$ cat src/rtl/sram_ctrl_pkg.sv
// ============================================================================
//  Module      : sram_ctrl_pkg
//  Description : Shared types and constants for the async SRAM controller:
//                access-sequencer state encoding, bus widths, port indices.
//  Revision    : 1.0  initial release
// ============================================================================
`default_nettype none

package sram_ctrl_pkg;

  localparam int N_SRAM_A  = 17;  // halfword address width
  localparam int N_SRAM_DQ = 16;  // data width
  localparam int W_WAIT    = 4;   // wait-state config field width

  localparam int PORT_CPU  = 0;   // p0: processor bus bridge
  localparam int PORT_DMA  = 1;   // p1: display/LCD DMA

  typedef enum logic [2:0] {
    ST_IDLE     = 3'd0,
    ST_RD       = 3'd1,
    ST_TURN     = 3'd2,
    ST_WR_SETUP = 3'd3,
    ST_WR_PULSE = 3'd4,
    ST_WR_HOLD  = 3'd5
  } sram_ctrl_state_t;

endpackage

`default_nettype wire

$ cat src/rtl/sram_ctrl_arb.sv
// ============================================================================
//  Module      : sram_ctrl_arb
//  Description : Two-way grant logic for the SRAM controller. Produces a
//                one-hot grant only when the sequencer can accept a command.
//                Default: fixed priority, DMA (p1) over CPU (p0).
//                SRAM_CTRL_ROUND_ROBIN_EN: round-robin on contention, with a
//                last-granted flop that resets to p0 so p1 wins first.
//  Revision    : 1.0  initial release
// ============================================================================
`default_nettype none

module sram_ctrl_arb
  import sram_ctrl_pkg::*;
(
`ifdef SRAM_CTRL_ROUND_ROBIN_EN
  input  logic       clk,
  input  logic       rst_n,
`endif
  input  logic [1:0] req_i,
  input  logic       grant_allowed_i,
  output logic [1:0] grant_o
);

`ifdef SRAM_CTRL_ROUND_ROBIN_EN
  logic last_dma_q;  // 1 = DMA port received the most recent grant

  // Contention goes to the port not served last; a lone requester always wins
  always_comb begin
    grant_o = 2'b00;
    if (grant_allowed_i) begin
      if (req_i[PORT_DMA] && req_i[PORT_CPU]) begin
        if (last_dma_q) grant_o[PORT_CPU] = 1'b1;
        else            grant_o[PORT_DMA] = 1'b1;
      end else begin
        grant_o = req_i;
      end
    end
  end

  // Remember which port was granted last
  always_ff @(posedge clk or negedge rst_n) begin
    if (!rst_n)        last_dma_q <= 1'b0;
    else if (|grant_o) last_dma_q <= grant_o[PORT_DMA];
  end
`else
  // Fixed priority: DMA first, CPU only when DMA is silent
  always_comb begin
    grant_o = 2'b00;
    if (grant_allowed_i) begin
      if (req_i[PORT_DMA])      grant_o[PORT_DMA] = 1'b1;
      else if (req_i[PORT_CPU]) grant_o[PORT_CPU] = 1'b1;
    end
  end
`endif

endmodule

`default_nettype wire

$ cat src/rtl/sram_ctrl.sv
// ============================================================================
//  Module      : sram_ctrl
//  Description : Sequencing controller for the 16-bit async SRAM pads, shared
//                between the CPU bridge (p0) and the display DMA (p1).
//                All pad outputs, rdata and rvalid are registered; the pad
//                registers are decoded from the current sequencer state, so
//                the pads trail the internal state by one cycle.
//                Optional macro SRAM_CTRL_ROUND_ROBIN_EN selects round-robin
//                arbitration instead of fixed p1-over-p0 priority.
//  Revision    : 1.0  initial release
// ============================================================================
`default_nettype none

module sram_ctrl #(
  parameter int N_SRAM_A  = sram_ctrl_pkg::N_SRAM_A,
  parameter int N_SRAM_DQ = sram_ctrl_pkg::N_SRAM_DQ,
  parameter int W_WAIT    = sram_ctrl_pkg::W_WAIT
) (
  input  logic                 clk,
  input  logic                 rst_n,
  input  logic [W_WAIT-1:0]    cfg_rd_wait,
  input  logic [W_WAIT-1:0]    cfg_wr_wait,
  input  logic                 p0_req,
  output logic                 p0_ack,
  input  logic [N_SRAM_A-1:0]  p0_addr,
  input  logic                 p0_write,
  input  logic [N_SRAM_DQ-1:0] p0_wdata,
  output logic                 p0_rvalid,
  input  logic                 p1_req,
  output logic                 p1_ack,
  input  logic [N_SRAM_A-1:0]  p1_addr,
  input  logic                 p1_write,
  input  logic [N_SRAM_DQ-1:0] p1_wdata,
  output logic                 p1_rvalid,
  output logic [N_SRAM_DQ-1:0] rdata,
  output logic [N_SRAM_A-1:0]  padout_sram_a,
  output logic [N_SRAM_DQ-1:0] padout_sram_dq,
  output logic [N_SRAM_DQ-1:0] padoe_sram_dq,
  input  logic [N_SRAM_DQ-1:0] padin_sram_dq,
  output logic                 padout_sram_cs_n,
  output logic                 padout_sram_oe_n,
  output logic                 padout_sram_we_n
);

  import sram_ctrl_pkg::*;

  sram_ctrl_state_t      state_q, state_d;
  logic [W_WAIT-1:0]     cnt_q, cnt_d;
  logic [N_SRAM_A-1:0]   addr_q;
  logic [N_SRAM_DQ-1:0]  wdata_q;
  logic                  port_q;         // 1 = current access belongs to p1
  logic [1:0]            ack_q;
  logic [1:0]            rvalid_q;
  logic [N_SRAM_DQ-1:0]  rdata_q;
  logic                  rd_last_q, rd_last_d;
  logic                  rd_port_q;

  logic [N_SRAM_A-1:0]   a_q, a_d;
  logic [N_SRAM_DQ-1:0]  dq_q, dq_d;
  logic                  dqoe_q, dqoe_d;
  logic                  cs_n_q, cs_n_d;
  logic                  oe_n_q, oe_n_d;
  logic                  we_n_q, we_n_d;

  logic [1:0]            req_eff;
  logic [1:0]            grant;
  logic                  grant_allowed;
  logic                  granted;
  logic                  gnt_port;
  logic                  gnt_write;

  // A request is still visible during its own ack cycle; mask it so it is
  // not granted twice when a grant slot coincides with the ack.
  assign req_eff       = {p1_req & ~ack_q[PORT_DMA], p0_req & ~ack_q[PORT_CPU]};
  assign grant_allowed = (state_q == ST_IDLE) || (state_q == ST_WR_HOLD) ||
                         ((state_q == ST_RD) && (cnt_q == '0));
  assign granted       = |grant;
  assign gnt_port      = grant[PORT_DMA];
  assign gnt_write     = gnt_port ? p1_write : p0_write;

  sram_ctrl_arb u_arb (
`ifdef SRAM_CTRL_ROUND_ROBIN_EN
    .clk             (clk),
    .rst_n           (rst_n),
`endif
    .req_i           (req_eff),
    .grant_allowed_i (grant_allowed),
    .grant_o         (grant)
  );

  // Wait counter: loaded at grant from the config sampled then, counts down in RD/WR_PULSE
  always_comb begin
    cnt_d = cnt_q;
    if (granted)
      cnt_d = gnt_write ? cfg_wr_wait : cfg_rd_wait;
    else if (((state_q == ST_RD) || (state_q == ST_WR_PULSE)) && (cnt_q != '0))
      cnt_d = cnt_q - W_WAIT'(1);
  end

  // FSM state register
  always_ff @(posedge clk or negedge rst_n) begin
    if (!rst_n) state_q <= ST_IDLE;
    else        state_q <= state_d;
  end

  // FSM next-state logic
  always_comb begin
    state_d = state_q;
    case (state_q)
      ST_IDLE:     if (granted) state_d = gnt_write ? ST_WR_SETUP : ST_RD;
      ST_RD: begin
        if (cnt_q == '0) begin
          if (granted) state_d = gnt_write ? ST_TURN : ST_RD;
          else         state_d = ST_IDLE;
        end
      end
      ST_TURN:     state_d = ST_WR_SETUP;
      ST_WR_SETUP: state_d = ST_WR_PULSE;
      ST_WR_PULSE: if (cnt_q == '0) state_d = ST_WR_HOLD;
      ST_WR_HOLD: begin
        if (granted) state_d = gnt_write ? ST_WR_SETUP : ST_RD;
        else         state_d = ST_IDLE;
      end
      default:     state_d = ST_IDLE;
    endcase
  end

  // FSM output decode: next pad values from the current state; DQ drive only
  // in write states, so it can never overlap the RD-only oe_n low
  always_comb begin
    cs_n_d    = (state_q == ST_IDLE);
    oe_n_d    = (state_q != ST_RD);
    we_n_d    = (state_q != ST_WR_PULSE);
    dqoe_d    = (state_q == ST_WR_SETUP) || (state_q == ST_WR_PULSE) ||
                (state_q == ST_WR_HOLD);
    a_d       = (state_q == ST_IDLE) ? a_q : addr_q;
    dq_d      = dqoe_d ? wdata_q : dq_q;
    rd_last_d = (state_q == ST_RD) && (cnt_q == '0);
  end

  // Command capture at grant, ack pulse and wait counter
  always_ff @(posedge clk or negedge rst_n) begin
    if (!rst_n) begin
      ack_q   <= 2'b00;
      cnt_q   <= '0;
      port_q  <= 1'b0;
      addr_q  <= '0;
      wdata_q <= '0;
    end else begin
      ack_q <= grant;
      cnt_q <= cnt_d;
      if (granted) begin
        port_q  <= gnt_port;
        addr_q  <= gnt_port ? p1_addr  : p0_addr;
        wdata_q <= gnt_port ? p1_wdata : p0_wdata;
      end
    end
  end

  // Pad output registers
  always_ff @(posedge clk or negedge rst_n) begin
    if (!rst_n) begin
      cs_n_q <= 1'b1;
      oe_n_q <= 1'b1;
      we_n_q <= 1'b1;
      dqoe_q <= 1'b0;
      a_q    <= '0;
      dq_q   <= '0;
    end else begin
      cs_n_q <= cs_n_d;
      oe_n_q <= oe_n_d;
      we_n_q <= we_n_d;
      dqoe_q <= dqoe_d;
      a_q    <= a_d;
      dq_q   <= dq_d;
    end
  end

  // Read return: sample DQ at the edge ending the last pad-level RD cycle
  always_ff @(posedge clk or negedge rst_n) begin
    if (!rst_n) begin
      rd_last_q <= 1'b0;
      rd_port_q <= 1'b0;
      rdata_q   <= '0;
      rvalid_q  <= 2'b00;
    end else begin
      rd_last_q <= rd_last_d;
      rd_port_q <= port_q;
      if (rd_last_q) rdata_q <= padin_sram_dq;
      rvalid_q  <= rd_last_q ? (rd_port_q ? 2'b10 : 2'b01) : 2'b00;
    end
  end

  assign p0_ack           = ack_q[PORT_CPU];
  assign p1_ack           = ack_q[PORT_DMA];
  assign p0_rvalid        = rvalid_q[PORT_CPU];
  assign p1_rvalid        = rvalid_q[PORT_DMA];
  assign rdata            = rdata_q;
  assign padout_sram_a    = a_q;
  assign padout_sram_dq   = dq_q;
  assign padoe_sram_dq    = {N_SRAM_DQ{dqoe_q}};
  assign padout_sram_cs_n = cs_n_q;
  assign padout_sram_oe_n = oe_n_q;
  assign padout_sram_we_n = we_n_q;

endmodule

`default_nettype wire

$ cat config.mk
export PLATFORM = sky130hd
export DESIGN_NAME = sram_ctrl
export DESIGN_NICKNAME = d
export VERILOG_FILES = /design/src/rtl/sram_ctrl_pkg.sv /design/src/rtl/sram_ctrl_arb.sv /design/src/rtl/sram_ctrl.sv
export SDC_FILE = /design/constraint.sdc
export NUM_CORES = 1
export LEC_CHECK = 0
export CAP_MARGIN = 20
export CORE_ASPECT_RATIO = 2
export CORE_MARGIN = 1
export CORE_UTILIZATION = 44
export DETAILED_ROUTE_END_ITERATION = 7
export PLACE_DENSITY = 0.8
export SYNTH_ARGS = -nofsm -noshare
export SYNTH_HDL_FRONTEND = slang
export SYNTH_HIERARCHICAL = 1
export SYNTH_SLANG_ARGS = --single-unit
$ cat constraint.sdc
create_clock -name clk -period 2.72 [get_ports clk]
set_input_delay 0.544 -clock clk [delete_from_list [all_inputs] [get_ports clk]]
set_output_delay 0.544 -clock clk [all_outputs]
set_load 0.02 [all_outputs]
After elaboration in Yosys (flattened, before gate mapping)
Cells that the tools add are included.

word-level totals
  register bits = 100
  input port bits = 96
  output and inout bits = 72
  logic and storage cells = 64

operators by class
  add/subtract/negate cells = 1
  equality and inequality tests = 10
  muxes and demuxes = 20
  bitwise gates (word level) = 4
  reductions and logical operators = 13

operator list
  kind                                                                    number
  3-bit one-hot mux with 6 select lines                                   1
  17-bit 2-to-1 mux                                                       1
  16-bit 2-to-1 mux                                                       1
  2-bit 2-to-1 mux                                                        7
  4-bit 2-to-1 mux                                                        3
  3-bit 2-to-1 mux                                                        3
  3-bit by 2-bit equality test with 1-bit output (second input constant)  2
  3-bit equality test (second input constant)                             2
  2-bit by 1-bit != test with 1-bit output (second input constant)        3
  1-bit logical OR                                                        5
  4-bit logical NOT                                                       1
  1-bit 2-to-1 mux                                                        4
  4-bit nonzero test                                                      1
  4-bit by 1-bit subtractor with 4-bit output (second input constant)     1
  3-bit by 1-bit equality test with 1-bit output (second input constant)  1
  3-bit logical NOT                                                       1
  3-bit by 1-bit != test with 1-bit output (second input constant)        1
  3-bit != test (second input constant)                                   1
  3-bit AND reduction                                                     1
  1-bit AND                                                               2
  1-bit logical AND                                                       2
  1-bit NOT                                                               2
  2-bit nonzero test                                                      1
  2-bit OR reduction                                                      1

Depth between registers and ports, before layout
  depth in word-level cells = 10
  depth in mapped cells = 12
  gate-level depth less buffers = 10

Modules after synthesis
Netlist, hierarchy kept.

by module, submodules not included
  module         instances  cells each  area each (sq um)  sequential area each (sq um)
  sram_ctrl      1          345         4324.1             2506.2
  sram_ctrl_arb  1          2           16.3               0.0

Worst setup path after synthesis
Ideal clock, no wire load.

  path type = reg-to-reg
  start = register cnt_q[0]
  end = register cnt_q[2]
  library setup time = 120 ps
  data arrival time = 2293 ps
  data required time = 2600 ps
  path slack = 307 ps
  cell stages (with the launch flop) = 12
  buffers on the path = 1
  period minus slack after synthesis = 2413 ps
  cell sequence = dfrtp_1 -> inv_1 -> ha_1 -> nor3b_2 -> nor2_1 -> a211oi_1 -> and2_2 -> buf_2 -> mux2_2 -> mux2i_1 -> o22ai_1 -> a41o_1

on the way
  cells in the longest elaborated chain, start to end = 7
  elaborated cells on any way between the ends = 13
  classes of those cells = add/sub (1); mux (5); reduce/logical (7)

RTL lines
  what                      RTL line             text
  start: declaration        sram_ctrl.sv:48      logic [W_WAIT-1:0] cnt_q, cnt_d;
  start signal: assignment  sram_ctrl.sv:151     cnt_q <= cnt_d;
  4-bit logical NOT *       sram_ctrl.sv:76      ((state_q == ST_RD) && (cnt_q == '0));
  1-bit logical AND *       sram_ctrl.sv:76
  1-bit logical OR *        sram_ctrl.sv:75      assign grant_allowed = (state_q == ST_IDLE) || (state_q == ST_WR_HOLD) ||
  via grant_allowed         sram_ctrl.sv:67      logic grant_allowed;
  2-bit 2-to-1 mux *        sram_ctrl_arb.sv:49  if (grant_allowed_i) begin
  via grant[1]              sram_ctrl.sv:66      logic [1:0] grant;
  1-bit 2-to-1 mux          sram_ctrl.sv:79      assign gnt_write = gnt_port ? p1_write : p0_write;
  4-bit 2-to-1 mux          sram_ctrl.sv:95      cnt_d = gnt_write ? cfg_wr_wait : cfg_rd_wait;
  4-bit 2-to-1 mux          sram_ctrl.sv:94      if (granted)

The timed path passes the listed nets; every way through them passes the cells marked *. The select of a mux whose other input is x is not followed.
A chain may end at the register's enable or synchronous reset.

Worst setup path in the final report
  start = register cnt_q[0]
  end = register cnt_q[3]

on the way
  elaborated cells on any way between the ends = 13
  classes of those cells = add/sub (1); mux (5); reduce/logical (7)

RTL lines
  what                                                           RTL line             text
  4-bit logical NOT *                                            sram_ctrl.sv:76
  1-bit logical AND *                                            sram_ctrl.sv:76
  1-bit logical OR *                                             sram_ctrl.sv:75
  via grant_allowed                                              sram_ctrl.sv:67
  2-bit 2-to-1 mux *                                             sram_ctrl_arb.sv:49
  via grant[0]                                                   sram_ctrl.sv:66
  2-bit OR reduction *                                           sram_ctrl.sv:77      assign granted = |grant;
  4-bit 2-to-1 mux / 2-bit nonzero test (equally long branches)  -

Marks and branches as above.

==> results.md <==
- H-tree levels: 3
- Vias/cell: 4.98
- Setup crit end kind: flip-flop
- Num CTS Buffers: 9
- Most frequent cells in the layout: 166 x clkdlybuf4s50_1, 97 x dfrtp_1, 51 x mux2_2, 39 x nand2_1, 37 x mux2i_1
- IO Port Bufs: 167
- Placed cell count: 617
- Critical path launch point type: flip-flop
- Max Fclk: 379 MHz
- Ranking of synthesized cells by area: dfrtp_1 56%, mux2_2 13%, mux2i_1 8.5%, o21ai_0 3.9%, nand2_1 3.4%
- RSZ-0062 raised after global routing: true
- Clock Skew: 5.73 ps
- WL/cell: 15.9 um
- # DRC: 0
- Clock Tree Root: clkbuf_16
- Placer's final routability congestion estimate: 0.823
- Clock tree sinks: 100
- Critical Path RT: 2990 ps
- Final worst path period share: 97.0%
- Chip width: 72.2 um
- Pwr Density: 1210 nW/um^2
- Detail Route Antenna Nets: 0
- Die H: 142 um
- Initial antenna violation count: 0
- Sequential fraction of the synthesis area: 57.7%
- Setup bufs post-CTS: 0
- Tot Pwr: 7690 uW
- Fin crit period: 2640 ps
- WP data arrival: 2910 ps
- Yosys reg bits: 100
- 1st-iter DRT viols: 157
- Core area: 9640 um^2
- Biggest area consumer among synthesized cells: dfrtp_1
- Top_reg_cell synth: dfrtp_1
- WHS: 245 ps
- GRT Overall Usage: 20.7%
- Clk_lat worst skew: 340 ps
- Syn Inst Count: 347
- WL final: 10100 um
- Site Rows: 51
- Worst Tran Pin Value: 968 ps
- Status: finished clean
- Final #Nets: 593
- Post-route insts no fill: 633
- CTS tree: done
- Vias: 3152
- Clk buf depth: 2
- Post-cts resize count: 0
- Worst Reg2Reg Path Length in Cells: 11
- GRT overflow: 0
- Worst slew margin: 35.5%
- Leakage Power: 0.00262 uW
- Commonest non-fill, non-tap cell in the layout: clkdlybuf4s50_1
- Post-CTS Hold Buffers: 0
- Ant diodes: 0
- Global-route wire length before repair: 15900 um
- Drt pass-1 iters: 4
- Die ar.: 10300 um^2
- Max-slew violation count: 0
- Mapped Area: 4340 um^2
- CP Max Fanout: 23
- Largest net degree at the start of global routing: 101
- Critical path class: flip-flop to flip-flop
- Syn avg cell area: 12.5 um^2
- Worst IR Drop VDD: 0.768 mV
- Vias in the first global route: 3274
- Final hold vios: 0
- Final setup vio count: 0
- Initial Util: 45.0%
- Worst min-delay path class: input pin to asynchronous set/reset pin
- Final setup TNS: 0 ps
- Share of post-route cells with drive strength above 1: 16.8%
- EDFF count, synth: 0
- Clk slew on worst S/H paths: 70 ps
- Io pins: 168
- FFs w/ async S/R, synth: 100%
- Post-synth top area share: 55.9%
- Number of distinct library cells after synthesis: 41
- Yosys warns: 6
- Net Count, Synth: 444
- P&R area growth vs syn: 45.8%
- HPWL after detailed placement: 7300 um
- Max-cap violation count: 0
state kept, by name, summed over array words and instances, names as in the netlist:
signal	flops
rvalid_q	2
state_q	3
wdata_q	16
padout_sram_we_n	1
rdata	16
addr_q	17
cnt_q	4
ack_q	2
rd_port_q	1
padout_sram_oe_n	1
padout_sram_cs_n	1
rd_last_q	1
padout_sram_a	17
port_q	1
padout_sram_dq	16
dqoe_q	1
worst paths after layout:
kind	to	slack (ps)	from
worst max register to register	cnt_q[3]	80	cnt_q[0]
worst max-delay path	cnt_q[3]	80	cnt_q[0]
worst min register to register	rd_port_q	380	port_q
max in group asynchronous	padout_sram_cs_n	2050	rst_n
worst min-delay path	padout_sram_dq[7]	250	rst_n
min in group clk	rd_port_q	380	port_q
through the flow:
stage	cell area [um^2]	utilization (%)	worst slack [ps]
after detailed placement	6000	62.3	115
after CTS	6320	65.5	33.9
final	6330	65.7	81.2
after global placement	6000	62.3	229
after floorplan	4340	-	307
after global routing	6330	65.7	-22.1
logic make-up after synthesis:
family / share of synthesized area [%]
buffers and inverters: 6.00
AO/OA/AOI/OAI: 6.49
flip-flops: 57.7
XOR/XNOR: 0.404
AND/OR/NAND/NOR: 7.32
multiplexers: 21.8
adder cells (fa/ha/maj): 0.288
cells in the mapped netlist (2+ instances only):
cell,n
buf_6,4
nor2b_1,4
buf_4,17
nor3_1,3
o22ai_1,3
dfstp_2,3
o22a_1,2
inv_1,6
nor2_1,5
o21ai_0,34
mux2i_1,37
buf_2,7
nand2_1,39
clkbuf_1,7
xnor2_1,2
dfrtp_1,97
and3_1,2
mux2_2,51
a21oi_1,2
area by class of cell:
class | count | area [um^2]
fillers | 743 | 3310
flip-flops and latches | 100 | 2510
inverters | 6 | 22.5
clock inverters | 5 | 60.1
clock buffers | 11 | 253
well taps | 132 | 165
repair buffers | 174 | 1740
multi-input cells | 205 | 1580
metal layers:
layer	share of wire (%)	track usage, %
met1	35	21.5
met2	56	36.5
met3	4.8	5.59
met4	4.1	11.6
met5	0	0
report_power, final:
part           leakage (uW)  switching, uW  internal, uW
Sequential          0.00123            440          2230
Combinational       0.00125           1810          1910
Clock              0.000152            535           764
Total               0.00262           2780          4910
critical path, cell delays in order (launching register included):
cell and delay (ps):
dfrtp_1 400, inv_1 60, ha_1 160, nor3b_4 280
nor2_1 90, a211oi_1 340, and3b_2 280, buf_6 270
nand2b_1 100, o22ai_1 240, o22a_1 200, o22a_1 130
Note: power is estimated with default switching activity, not from simulation.
